==> src/rtl/spi_bus_arbiter_pkg.sv <==
// spi_bus_arbiter_pkg: shared FSM encoding, requester indices and EEPROM opcode
package spi_bus_arbiter_pkg;
    typedef enum logic [2:0] {ST_IDLE, ST_SETUP, ST_LAUNCH, ST_WAIT, ST_GAP} state_t;
    localparam logic REQ_EEPROM = 1'b0;
    localparam logic REQ_HC595 = 1'b1;
    localparam logic [7:0] OP_EEPROM_READ = 8'h03;
endpackage

==> src/rtl/spi_arb_pick2.sv <==
// spi_arb_pick2: two-way grant picker; on a tie the requester not named by ptr wins
module spi_arb_pick2
    import spi_bus_arbiter_pkg::*;
(
    input  logic [1:0] req,
    input  logic       ptr,
    output logic [1:0] gnt
);
    // A lone request wins outright; a tie goes away from the last winner
    always_comb begin
        gnt = req;
        if (&req) gnt = (ptr == REQ_HC595) ? 2'b01 : 2'b10;
    end
endmodule

==> src/rtl/spi_bus_arbiter.sv <==
// spi_bus_arbiter: shares one SPI engine between two burst requesters; define SPI_ARB_ROUND_ROBIN_EN for round-robin ties, else requester 0 has fixed priority
module spi_bus_arbiter
    import spi_bus_arbiter_pkg::*;
#(
    parameter int CS_GAP = 2,
    parameter int LEN_W  = 8
) (
    input  logic             clk,
    input  logic             nreset,
    input  logic             req0,
    input  logic             req1,
    input  logic [LEN_W-1:0] len0,
    input  logic [LEN_W-1:0] len1,
    input  logic [7:0]       din0,
    input  logic [7:0]       din1,
    output logic             gnt0,
    output logic             gnt1,
    output logic             ack0,
    output logic             ack1,
    output logic             done0,
    output logic             done1,
    output logic [7:0]       rx_data,
    output logic [1:0]       cs_n,
    output logic             eng_send_request,
    output logic [7:0]       eng_din,
    input  logic             eng_processing,
    input  logic             eng_data_valid,
    input  logic [7:0]       eng_dout
);
    state_t           state, state_n;
    logic [LEN_W:0]   cnt;
    logic [3:0]       gap_cnt;
    logic [1:0]       pick;
    logic [LEN_W-1:0] len_sel;
    logic             sel, ptr, dv_q, ack_r, done_r, send_r;
    logic             busy, grant, launch, rise, req_sel;

    spi_arb_pick2 u_pick (
        .req ({req1, req0}),
        .ptr (ptr),
        .gnt (pick)
    );

`ifdef SPI_ARB_ROUND_ROBIN_EN
    // Remember the last winner so the next tie goes to the other requester
    always_ff @(posedge clk or negedge nreset)
        if (!nreset) ptr <= REQ_HC595;
        else if (grant) ptr <= pick[REQ_HC595];
`else
    assign ptr = REQ_HC595;
`endif

    // Decode strobes from the current state and choose the next state
    always_comb begin
        busy    = state inside {ST_SETUP, ST_LAUNCH, ST_WAIT};
        req_sel = sel ? req1 : req0;
        len_sel = pick[REQ_HC595] ? len1 : len0;
        grant   = state == ST_IDLE && (req0 || req1);
        launch  = state == ST_LAUNCH && !eng_processing;
        rise    = state == ST_WAIT && !ack_r && eng_data_valid && !dv_q;
        state_n = state;
        case (state)
            ST_IDLE:   state_n = grant ? ST_SETUP : ST_IDLE;
            ST_SETUP:  state_n = ST_LAUNCH;
            ST_LAUNCH: state_n = launch ? ST_WAIT : ST_LAUNCH;
            ST_WAIT:   state_n = !ack_r ? ST_WAIT : (cnt != '0 && req_sel) ? ST_LAUNCH : ST_GAP;
            ST_GAP:    state_n = gap_cnt == '0 ? ST_IDLE : ST_GAP;
            default:   state_n = ST_IDLE;
        endcase
    end

    // State, byte counter, gap timer, engine handshake and received data
    always_ff @(posedge clk or negedge nreset) begin
        if (!nreset) begin
            state   <= ST_IDLE;
            cnt     <= '0;
            gap_cnt <= '0;
            sel     <= REQ_EEPROM;
            dv_q    <= 1'b0;
            ack_r   <= 1'b0;
            done_r  <= 1'b0;
            send_r  <= 1'b0;
            eng_din <= '0;
            rx_data <= '0;
        end else begin
            state   <= state_n;
            dv_q    <= eng_data_valid;
            ack_r   <= rise;
            done_r  <= state == ST_WAIT && state_n == ST_GAP;
            send_r  <= launch;
            gap_cnt <= (state == ST_GAP) ? gap_cnt - 4'd1 : 4'(CS_GAP - 1);
            if (grant) begin
                sel <= pick[REQ_HC595];
                cnt <= (len_sel == '0) ? {1'b1, {LEN_W{1'b0}}} : {1'b0, len_sel};
            end
            if (launch) eng_din <= sel ? din1 : din0;
            if (rise) begin
                rx_data <= eng_dout;
                cnt     <= cnt - (LEN_W+1)'(1);
            end
        end
    end

    assign gnt0             = busy && sel == REQ_EEPROM;
    assign gnt1             = busy && sel == REQ_HC595;
    assign cs_n             = {~gnt1, ~gnt0};
    assign ack0             = ack_r && sel == REQ_EEPROM;
    assign ack1             = ack_r && sel == REQ_HC595;
    assign done0            = done_r && sel == REQ_EEPROM;
    assign done1            = done_r && sel == REQ_HC595;
    assign eng_send_request = send_r;
endmodule

==> config.mk <==
export PLATFORM = sky130hd
export DESIGN_NAME = spi_bus_arbiter
export DESIGN_NICKNAME = d
export VERILOG_FILES = /design/src/rtl/spi_bus_arbiter_pkg.sv /design/src/rtl/spi_arb_pick2.sv /design/src/rtl/spi_bus_arbiter.sv
export SDC_FILE = /design/constraint.sdc
export NUM_CORES = 1
export LEC_CHECK = 0
export CAP_MARGIN = 0
export CORE_UTILIZATION = 40
export CTS_BUF_LIST = sky130_fd_sc_hd__clkbuf_8
export DETAILED_ROUTE_END_ITERATION = 8
export PLACE_DENSITY = 0.83
export SLEW_MARGIN = 15
export SYNTH_ARGS = -nofsm -noshare
export SYNTH_HDL_FRONTEND = slang
export SYNTH_SLANG_ARGS = --single-unit
==> constraint.sdc <==
create_clock -name clk -period 2.2 [get_ports clk]
set_clock_uncertainty 0.2 [all_clocks]
set_input_delay 0.55 -clock clk [delete_from_list [all_inputs] [get_ports clk]]
set_output_delay 0.55 -clock clk [all_outputs]
set_load 0.01 [all_outputs]
# Word level (Yosys, flattened, before mapping)
# Cells that the tools add are included.
# totals
mem_bits_rw,0
output_inout_bits,25
n_memories,0
ff_bits,37
latch_bits,0
romBits,0
word_cells,58
# op_classes
shift,0
div_mod_pow,0
n_mux,14
multipliers,0
eq_ne,5
n_lt_le_gt_ge,0
n_reduce_logical,24
addsub,2
n_bitwise,3
# ops
operator,count
2-to-1 mux 9 bit,3
2-to-1 mux 8 bit,2
case mux 3 bit (5 select lines),1
logical AND 1 bit,13
2-to-1 mux 3 bit,3
nonzero test 9 bit,1
subtractor 9 x 1 -> 9 bit (second input constant),1
zero test 8 bit,1
== test 3 x 2 -> 1 bit (second input constant),2
== test 3 bit (second input constant),2
zero test 4 bit,1
2-to-1 mux 4 bit,1
subtractor 4 x 1 -> 4 bit (second input constant),1
== test 3 x 1 -> 1 bit (second input constant),1
zero test 1 bit,3
zero test 3 bit,1
2-to-1 mux 1 bit,3
inverter 1 bit,3
nonzero test 3 bit,1
2-to-1 mux 2 bit,1
AND reduction 2 bit,1
nonzero test 2 bit,1
logical OR 1 bit,1

# Longest topological paths before layout
# Gate-level depths: netlist of run 1.
# logic_depth
word_depth,7
mapped_depth,6
ltp_nobuf,6

# Hierarchy
# From an unflattened synthesis of run 1, not the netlist that was laid out.
# unflattened
cells_unflattened,176
hier_area_um2,1885.6
# modules_own_cells
module,area_per_inst_um2,seq_area_each_um2,cells_per_inst,n_inst
spi_bus_arbiter,1866.8,925.9,173,1
spi_arb_pick2,18.8,0.0,3,1

# Worst setup path before layout of run 1
# OpenSTA, ideal clock, no wires.
# synth_timing
path_type,reg2out
startpoint,reg sel
endpoint,out gnt1
setup_slack_ns,0.337
arrival_ns,1.113
required_time_ns,1.450
stages_incl_launch_ff,5
cell_sequence,dfrtp_1 > buf_2 > buf_1 > nand2_1 > inv_1
# synth_via
elab_chain_len,1
# synth_lines
element,line,rtl
"start, declared",spi_bus_arbiter.sv:35,"logic sel, ptr, dv_q, ack_r, done_r, send_r;"
"start signal, assigned",spi_bus_arbiter.sv:93,sel <= pick[REQ_HC595];
logical AND 1 bit,spi_bus_arbiter.sv:105,assign gnt1 = busy && sel == REQ_HC595;
"end, declared",spi_bus_arbiter.sv:17,"output logic gnt1,"
# Every way passes these cells.

# Worst setup path in the final report of run 1
# layout_timing
startpoint,reg sel
endpoint,out gnt0
# layout_via
elab_chain_len,2
# layout_lines
element,line,rtl
inverter 1 bit,spi_bus_arbiter.sv:104,assign gnt0 = busy && sel == REQ_EEPROM;
logical AND 1 bit,spi_bus_arbiter.sv:104,
"end, declared",spi_bus_arbiter.sv:16,"output logic gnt0,"
# Every way passes these cells.

==> reports/results.tsv, run 1 <==
stage	metric	value	unit
critical_path	cells on worst reg2reg path	4	
routing	Final ANT Viol Nets	0	
sta	Worst Max-Slew Pin Slew	0.561	ns
clocking	Max clock buf depth	2	
final_layout	share of cells above drive strength 1	13.2	%
routing	Post-route DRC	10	
min_path	class of the worst hold path	in2async	
floorplan	starting density of the core	42.5	%
power	switching share of power	36.3	%
power	Leakage Power	1.28	nW
sta	endpoints failing hold	0	
yosys	Post-Synth XOR/XNOR Area	0.927	%
floorplan	row cnt	24	
critical_path	r2r startpoint	cnt[2]	
yosys	largest family of logic cells by synthesized area	simple AND/OR/NAND/NOR gates	
clocking	Root Buffer Master	clkbuf_8	
grt	global-route wire length before repair	7820	um
routing	WL met3	251	um
run_status	violated checks	DRC	
job	max-cap viol count	0	
critical_path	Reg2Reg Setup Slack	0.21	ns
floorplan	core area	4440	sq um
place	Final HPWL DP	3390	um
routing	DR pass1 iterations	6	
clocking	CTS clock-pin slew for the worst setup and hold paths	0.08	ns
yosys	syn_nets	249	
floorplan	Die Y	70.8	um
clocking	Num CTS Buffers	5	
yosys	most common cell in the netlist	dfrtp_1	
sta	achievable frequency	472	MHz
yosys	Post-Synth Adder-Cell Area	2.65	%
yosys	Yosys reg bits	37	
yosys	Seq/Total Area, Yosys	49.0	%
grt	antenna violations before repair	0	
clocking	H-tree Lvls	2	
critical_path	Req. time, crit path	1.45	ns
yosys	Synth async-reset ratio	100	%
final_layout	area delta synth->final	51.0	%
yosys	Compound-Gate Fraction of Synth Area	11.8	%
grt	number of global-route vias before repair	1846	
sta	hold_ws	0.0969	ns
run_status	status	finished with violations	
yosys	EDFF count, synth	0	
sta	post-route clock period utilization	96.3	%
critical_path	end of the worst register-to-register path	cnt[5]	
critical_path	critical path arrival	1.37	ns
critical_path	CP endpoint kind	output port	
final_layout	antenna diode count	0	
yosys	Ys Warns	0	
yosys	post-synthesis simple-gate area fraction	21.5	%
critical_path	critical path launch point	sel	
routing	WL final	4590	um
sta	Setup violations, final	0	
routing	Initial DRC Count	113	
routing	routed length on met2	2330	um
yosys	Mapped Cells	199	
routing	DR top layer	met4	
critical_path	critical path type	reg2out	
yosys	Syn Area/Cell	9.50	sq um
clocking	CTS tree	built	
critical_path	highest fanout seen on the critical path	2	
sta	Final min period	2.12	ns
power	Clock Power Share	15.5	%
power	Comb pwr share	48.6	%
grt	GRT Overall Usage	19.7	%
clocking	clock latency on the worst-skew pair	0.29	ns
floorplan	Top Ports	71	
power	part of the power in registers	35.9	%
clocking	clk sinks	37	
routing	routed vias	1772	
sta	relative slew slack	62.2	%
routing	routed length per instance	13.5	um
critical_path	Worst setup SP type	flop	
power	switching pwr	1.13	mW
place	RD Place Congestion	0.790	
power	Pint	1.99	mW
grt	largest net degree at the start of global routing	38	
floorplan	Die Area	5010	sq um
routing	met1 wire length	1950	um
yosys	top_reg_cell synth	dfrtp_1	
yosys	post-synth design cell area	1890	sq um
yosys	post-synth top area share	49.0	%
final_layout	Final nets	338	
routing	drt via density	5.21	
sta	Final Slew Violations	0	
yosys	Synth area leaders	dfrtp_1, mux2i_1, nand2_1, a21oi_1, nor2_1	
power	PD cells	1090	nW/um^2
critical_path	crit path to	gnt0	
floorplan	Die W	70.8	um
yosys	post-synthesis cell type count	41	
power	peak supply drop	531	uV
place	IO buf count	70	
yosys	leading area contributor after synthesis	dfrtp_1	
clocking	CTS Hold Bufs	0	
yosys	Post-synth top cells	dfrtp_1, nand2_1, a21oi_1, nor2_1, mux2i_1	
sta	RSZ-0062 raised after global routing	no	
final_layout	fin util	64.2	%
grt	GRT overflow	0	
yosys	post-synthesis mux area share	10.3	%
## layout by cell type, fill, tap and decap left out, drive strengths merged, types with 4 or more instances in the layout
master         count
nand3              5
inv                9
mux2               4
clkdlybuf4s50     61
dlygate4sd2        8
o21ai              7
a21oi             17
buf               20
nand2             34
nor2              17
dfrtp             37
clkbuf             6
mux2i             15
ha                 4
nor3               6
nor2b              4
## final cells by class
cell class / count / area [sq um]
Tap cell: 52 / 65.1
Sequential cell: 37 / 926
Inverter: 10 / 38.8
Multi-Input combinational cell: 145 / 898
Clock inverter: 1 / 7.51
Timing Repair Buffer: 89 / 836
Clock buffer: 6 / 82.6
Fill cell: 356 / 1590
## worst min path at each step
stage	slack [ns]	startpoint	end	depth (start not counted)
detailed placement	0.26	rx_data[0]	rx_data[0]	2
global route	0.14	nreset	sel	2
floorplan	0.05	nreset	ack_r	0
finish	0.1	nreset	cnt[2]	2
global placement	0.26	rx_data[5]	rx_data[5]	2
CTS	0.11	nreset	sel	2
## power groups by stage
stage               logic, mW  clock network (mW)  registers [mW]
floorplan               0.699                   0            1.17
global placement         1.44                   0            1.11
detailed placement       1.49                   0            1.12
CTS                      1.52               0.489            1.12
global route             1.68               0.522            1.15
finish                   1.51               0.484            1.12
## logic make-up (layout without fill, tap and decap cells)
kind of cell,count (synthesis),in the layout
xor gates and xnor gates,2,2
buffers and inverters,17,106
adders and majority gates,4,4
AOI/OAI and AO/OA,38,38
and+or+nand+nor,82,82
muxes,19,19
DFF,37,37
## per-layer routing
metal  up-vias  track usage (%)
met3         8             3.99
met4         0             8.00
met2        52             34.2
met1       847             23.9
li1        865                -
met5         -                0
## registers in the layout, summed over array words and instances, names as in the netlist
signal	count
rx_data	8
dv_q	1
cnt	9
state	3
ack_r	1
eng_send_request	1
done_r	1
gap_cnt	4
eng_din	8
sel	1
## critical path, cell delays in order (launching register included)
cell and delay (ns):
dfrtp_1 0.41, or3_1 0.37, inv_1 0.05, dlygate4sd2_1 0.26
## repair_timing
| item | 4_1_cts | 5_1_grt |
|---|---|---|
| buffers inserted | 3 | 0 |
| endpoints found under the setup margin | 8 | 0 |
| resized for setup | 12 | 0 |
## through the flow
stage                     total power [mW]  setup TNS, ns  instance area [sq um]  setup WS [ns]  cells
after floorplan                       1.87              0                   1890          0.337    199
after global placement                2.55         -0.163                   2740        -0.0428    330
after detailed placement              2.61         -0.390                   2740         -0.105    330
after CTS                             3.13              0                   2850         0.0635    340
after global routing                  3.35              0                   2850         0.0103    340
final                                 3.12              0                   2850         0.0803    340
(Power assumes the default switching activity.)
==> inputs of run 2 (changes only) <==
--- a/config.mk
+++ b/config.mk
@@ -6,6 +6,7 @@
 export NUM_CORES = 1
 export LEC_CHECK = 0
 export CAP_MARGIN = 0
+export CORE_MARGIN = 2
 export CORE_UTILIZATION = 40
 export CTS_BUF_LIST = sky130_fd_sc_hd__clkbuf_8
 export DETAILED_ROUTE_END_ITERATION = 8
==> reports/results.tsv, run 2 (synthesis results as in run 1) <==
stage	metric	value	unit	change
sta	Final min period	2.14	ns	was 2.12 ns
place	RD Place Congestion	0.786		was 0.790
final_layout	fin util	62.7	%	was 64.2%
power	peak supply drop	647	uV	was 531 uV
critical_path	Worst setup SP type	flop		unchanged
critical_path	critical path type	reg2out		unchanged
routing	Initial DRC Count	102		was 113
clocking	CTS tree	built		unchanged
critical_path	Req. time, crit path	1.45	ns	about the same
routing	drt via density	5.01		was 5.21
sta	RSZ-0062 raised after global routing	no		unchanged
routing	Post-route DRC	0		was 10
final_layout	FILL cells	382		was 356
final_layout	biggest regs	cnt: 9 flops, eng_din: 8 flops, rx_data: 8 flops		unchanged
grt	global-route wire length before repair	7570	um	was 7820 um
clocking	Num CTS Buffers	5		unchanged
clocking	clk sinks	37		unchanged
run_status	status	completed		was finished with violations
routing	Final ANT Viol Nets	0		unchanged
power	Leakage Power	1.33	nW	was 1.28 nW
critical_path	cells on worst reg2reg path	6		was 4
final_layout	Largest Register	cnt		unchanged
final_layout	most frequent cells in the layout	clkdlybuf4s50_1, dfrtp_1, nand2_1, buf_4, a21oi_1		unchanged
grt	antenna violations before repair	0		unchanged
floorplan	Die W	72.8	um	was 70.8 um
final_layout	area delta synth->final	53.5	%	was 51.0%
clocking	CTS clock-pin slew for the worst setup and hold paths	0.07	ns	was 0.08 ns
critical_path	Reg2Reg Setup Slack	0.24	ns	was 0.21 ns
clocking	Root Buffer Master	clkbuf_8		unchanged
clocking	clock latency on the worst-skew pair	0.28	ns	was 0.29 ns
floorplan	starting density of the core	40.8	%	was 42.5%
critical_path	critical path arrival	1.39	ns	was 1.37 ns
clocking	H-tree Lvls	2		unchanged
power	Clock Power Share	18.6	%	was 15.5%
grt	GRT Overall Usage	18.0	%	was 19.7%
sta	post-route clock period utilization	97.3	%	was 96.3%
final_layout	most common cell after layout, fill and taps aside	clkdlybuf4s50_1		unchanged
power	part of the power in registers	34.6	%	was 35.9%
critical_path	end of the worst register-to-register path	cnt[5]		unchanged
floorplan	row cnt	25		was 24
grt	GRT overflow	0		unchanged
power	Pint	2.12	mW	was 1.99 mW
routing	DR pass1 iterations	4		was 6
routing	routed vias	1723		was 1,772
place	Area after DPL	2740	sq um	about the same
sta	endpoints failing hold	0		unchanged
power	switching pwr	1.11	mW	was 1.13 mW
sta	Worst Max-Slew Pin Slew	0.471	ns	was 0.561 ns
floorplan	core area	4630	sq um	was 4440 sq um
critical_path	highest fanout seen on the critical path	8		was 2
power	PD cells	1110	nW/um^2	was 1090 nW/um^2
critical_path	r2r startpoint	state[0]		was cnt[2]
clocking	Max clock buf depth	2		unchanged
power	switching share of power	34.5	%	was 36.3%
sta	Setup violations, final	0		unchanged
place	Final HPWL DP	3360	um	was 3390 um
clocking	CTS Hold Bufs	0		unchanged
final_layout	share of cells above drive strength 1	13.8	%	was 13.2%
final_layout	Final nets	339		was 338
routing	WL final	4410	um	was 4590 um
final_layout	antenna diode count	0		unchanged
floorplan	Die Area	5290	sq um	was 5010 sq um
final_layout	max FFs per register	9		unchanged
min_path	class of the worst hold path	in2async		unchanged
critical_path	CP endpoint kind	output port		unchanged
grt	largest net degree at the start of global routing	38		unchanged
job	max-cap viol count	0		unchanged
sta	relative slew slack	68.3	%	was 62.2%
sta	achievable frequency	467	MHz	was 472 MHz
routing	routed length per instance	12.8	um	was 13.5 um
sta	Final Slew Violations	0		unchanged
place	IO buf count	70		unchanged
floorplan	Top Ports	71		unchanged
grt	number of global-route vias before repair	1715		was 1,846
power	Comb pwr share	46.8	%	was 48.6%
floorplan	Die Y	72.8	um	was 70.8 um
final_layout	cell area after layout	2900	sq um	was 2850 sq um
-- run 2: routing by layer --
layer | track usage, % | vias up | part of all wire [%]
met5 | 0 | - | 0
met3 | 3.73 | 6 | 5.5
met2 | 30.0 | 46 | 50
met4 | 4.32 | 0 | 0.70
met1 | 24.1 | 802 | 44
li1 | - | 869 | -
-- run 2: worst max-delay path, cell delays in order (launching register included) --
cell           delay (ns)
dfrtp_1              0.40
buf_8                0.14
buf_4                0.17
nor2b_1              0.12
dlygate4sd2_1        0.29
-- run 2: layout make-up --
type | count | area, sq um | share of cell area (%)
clock buffers | 6 | 82.6 | 2.85
repair buffers | 90 | 851 | 29.3
well taps | 54 | 67.6 | 2.33
clock inverters | 2 | 37.5 | 1.29
flip-flops and latches | 37 | 926 | 31.9
multi-input cells | 145 | 898 | 31.0
inverters | 10 | 38.8 | 1.34
-- run 2: timing repair --
action | CTS | global route
endpoints found under the setup margin | 8 | 2
pin swaps | 0 | 0
resized for setup | 10 | 2
buffers inserted | 4 | 0
gates cloned | 0 | 0
-- run 2: power by group through the flow --
stage	registers, mW	logic (mW)	clock network, mW
floorplan	1.17	0.699	0
global placement	1.11	1.45	0
detailed placement	1.12	1.48	0
CTS	1.12	1.53	0.613
global route	1.16	1.66	0.654
finish	1.12	1.51	0.601
-- run 2: how the worst max path moves through the flow --
stage	startpoint	endpoint	slack (ns)
after global placement	req1	cnt[8]	-0.05
after CTS	sel	ack1	0.02
after detailed placement	eng_data_valid	cnt[6]	-0.10
after global routing	sel	ack0	0.02
after floorplan	sel	gnt1	0.34
final	sel	ack0	0.06
-- run 2: per-stage QoR --
step / hold WS (ns) / instances / worst slack, ns / TNS [ns] / total power [mW]
floorplan: 0.0544 / 199 / 0.337 / 0 / 1.87
global placement: 0.258 / 332 / -0.0506 / -0.157 / 2.56
detailed placement: 0.264 / 332 / -0.103 / -0.398 / 2.61
CTS: 0.119 / 344 / 0.0160 / 0 / 3.26
global route: 0.141 / 344 / 0.0150 / 0 / 3.47
finish: 0.106 / 344 / 0.0596 / 0 / 3.23
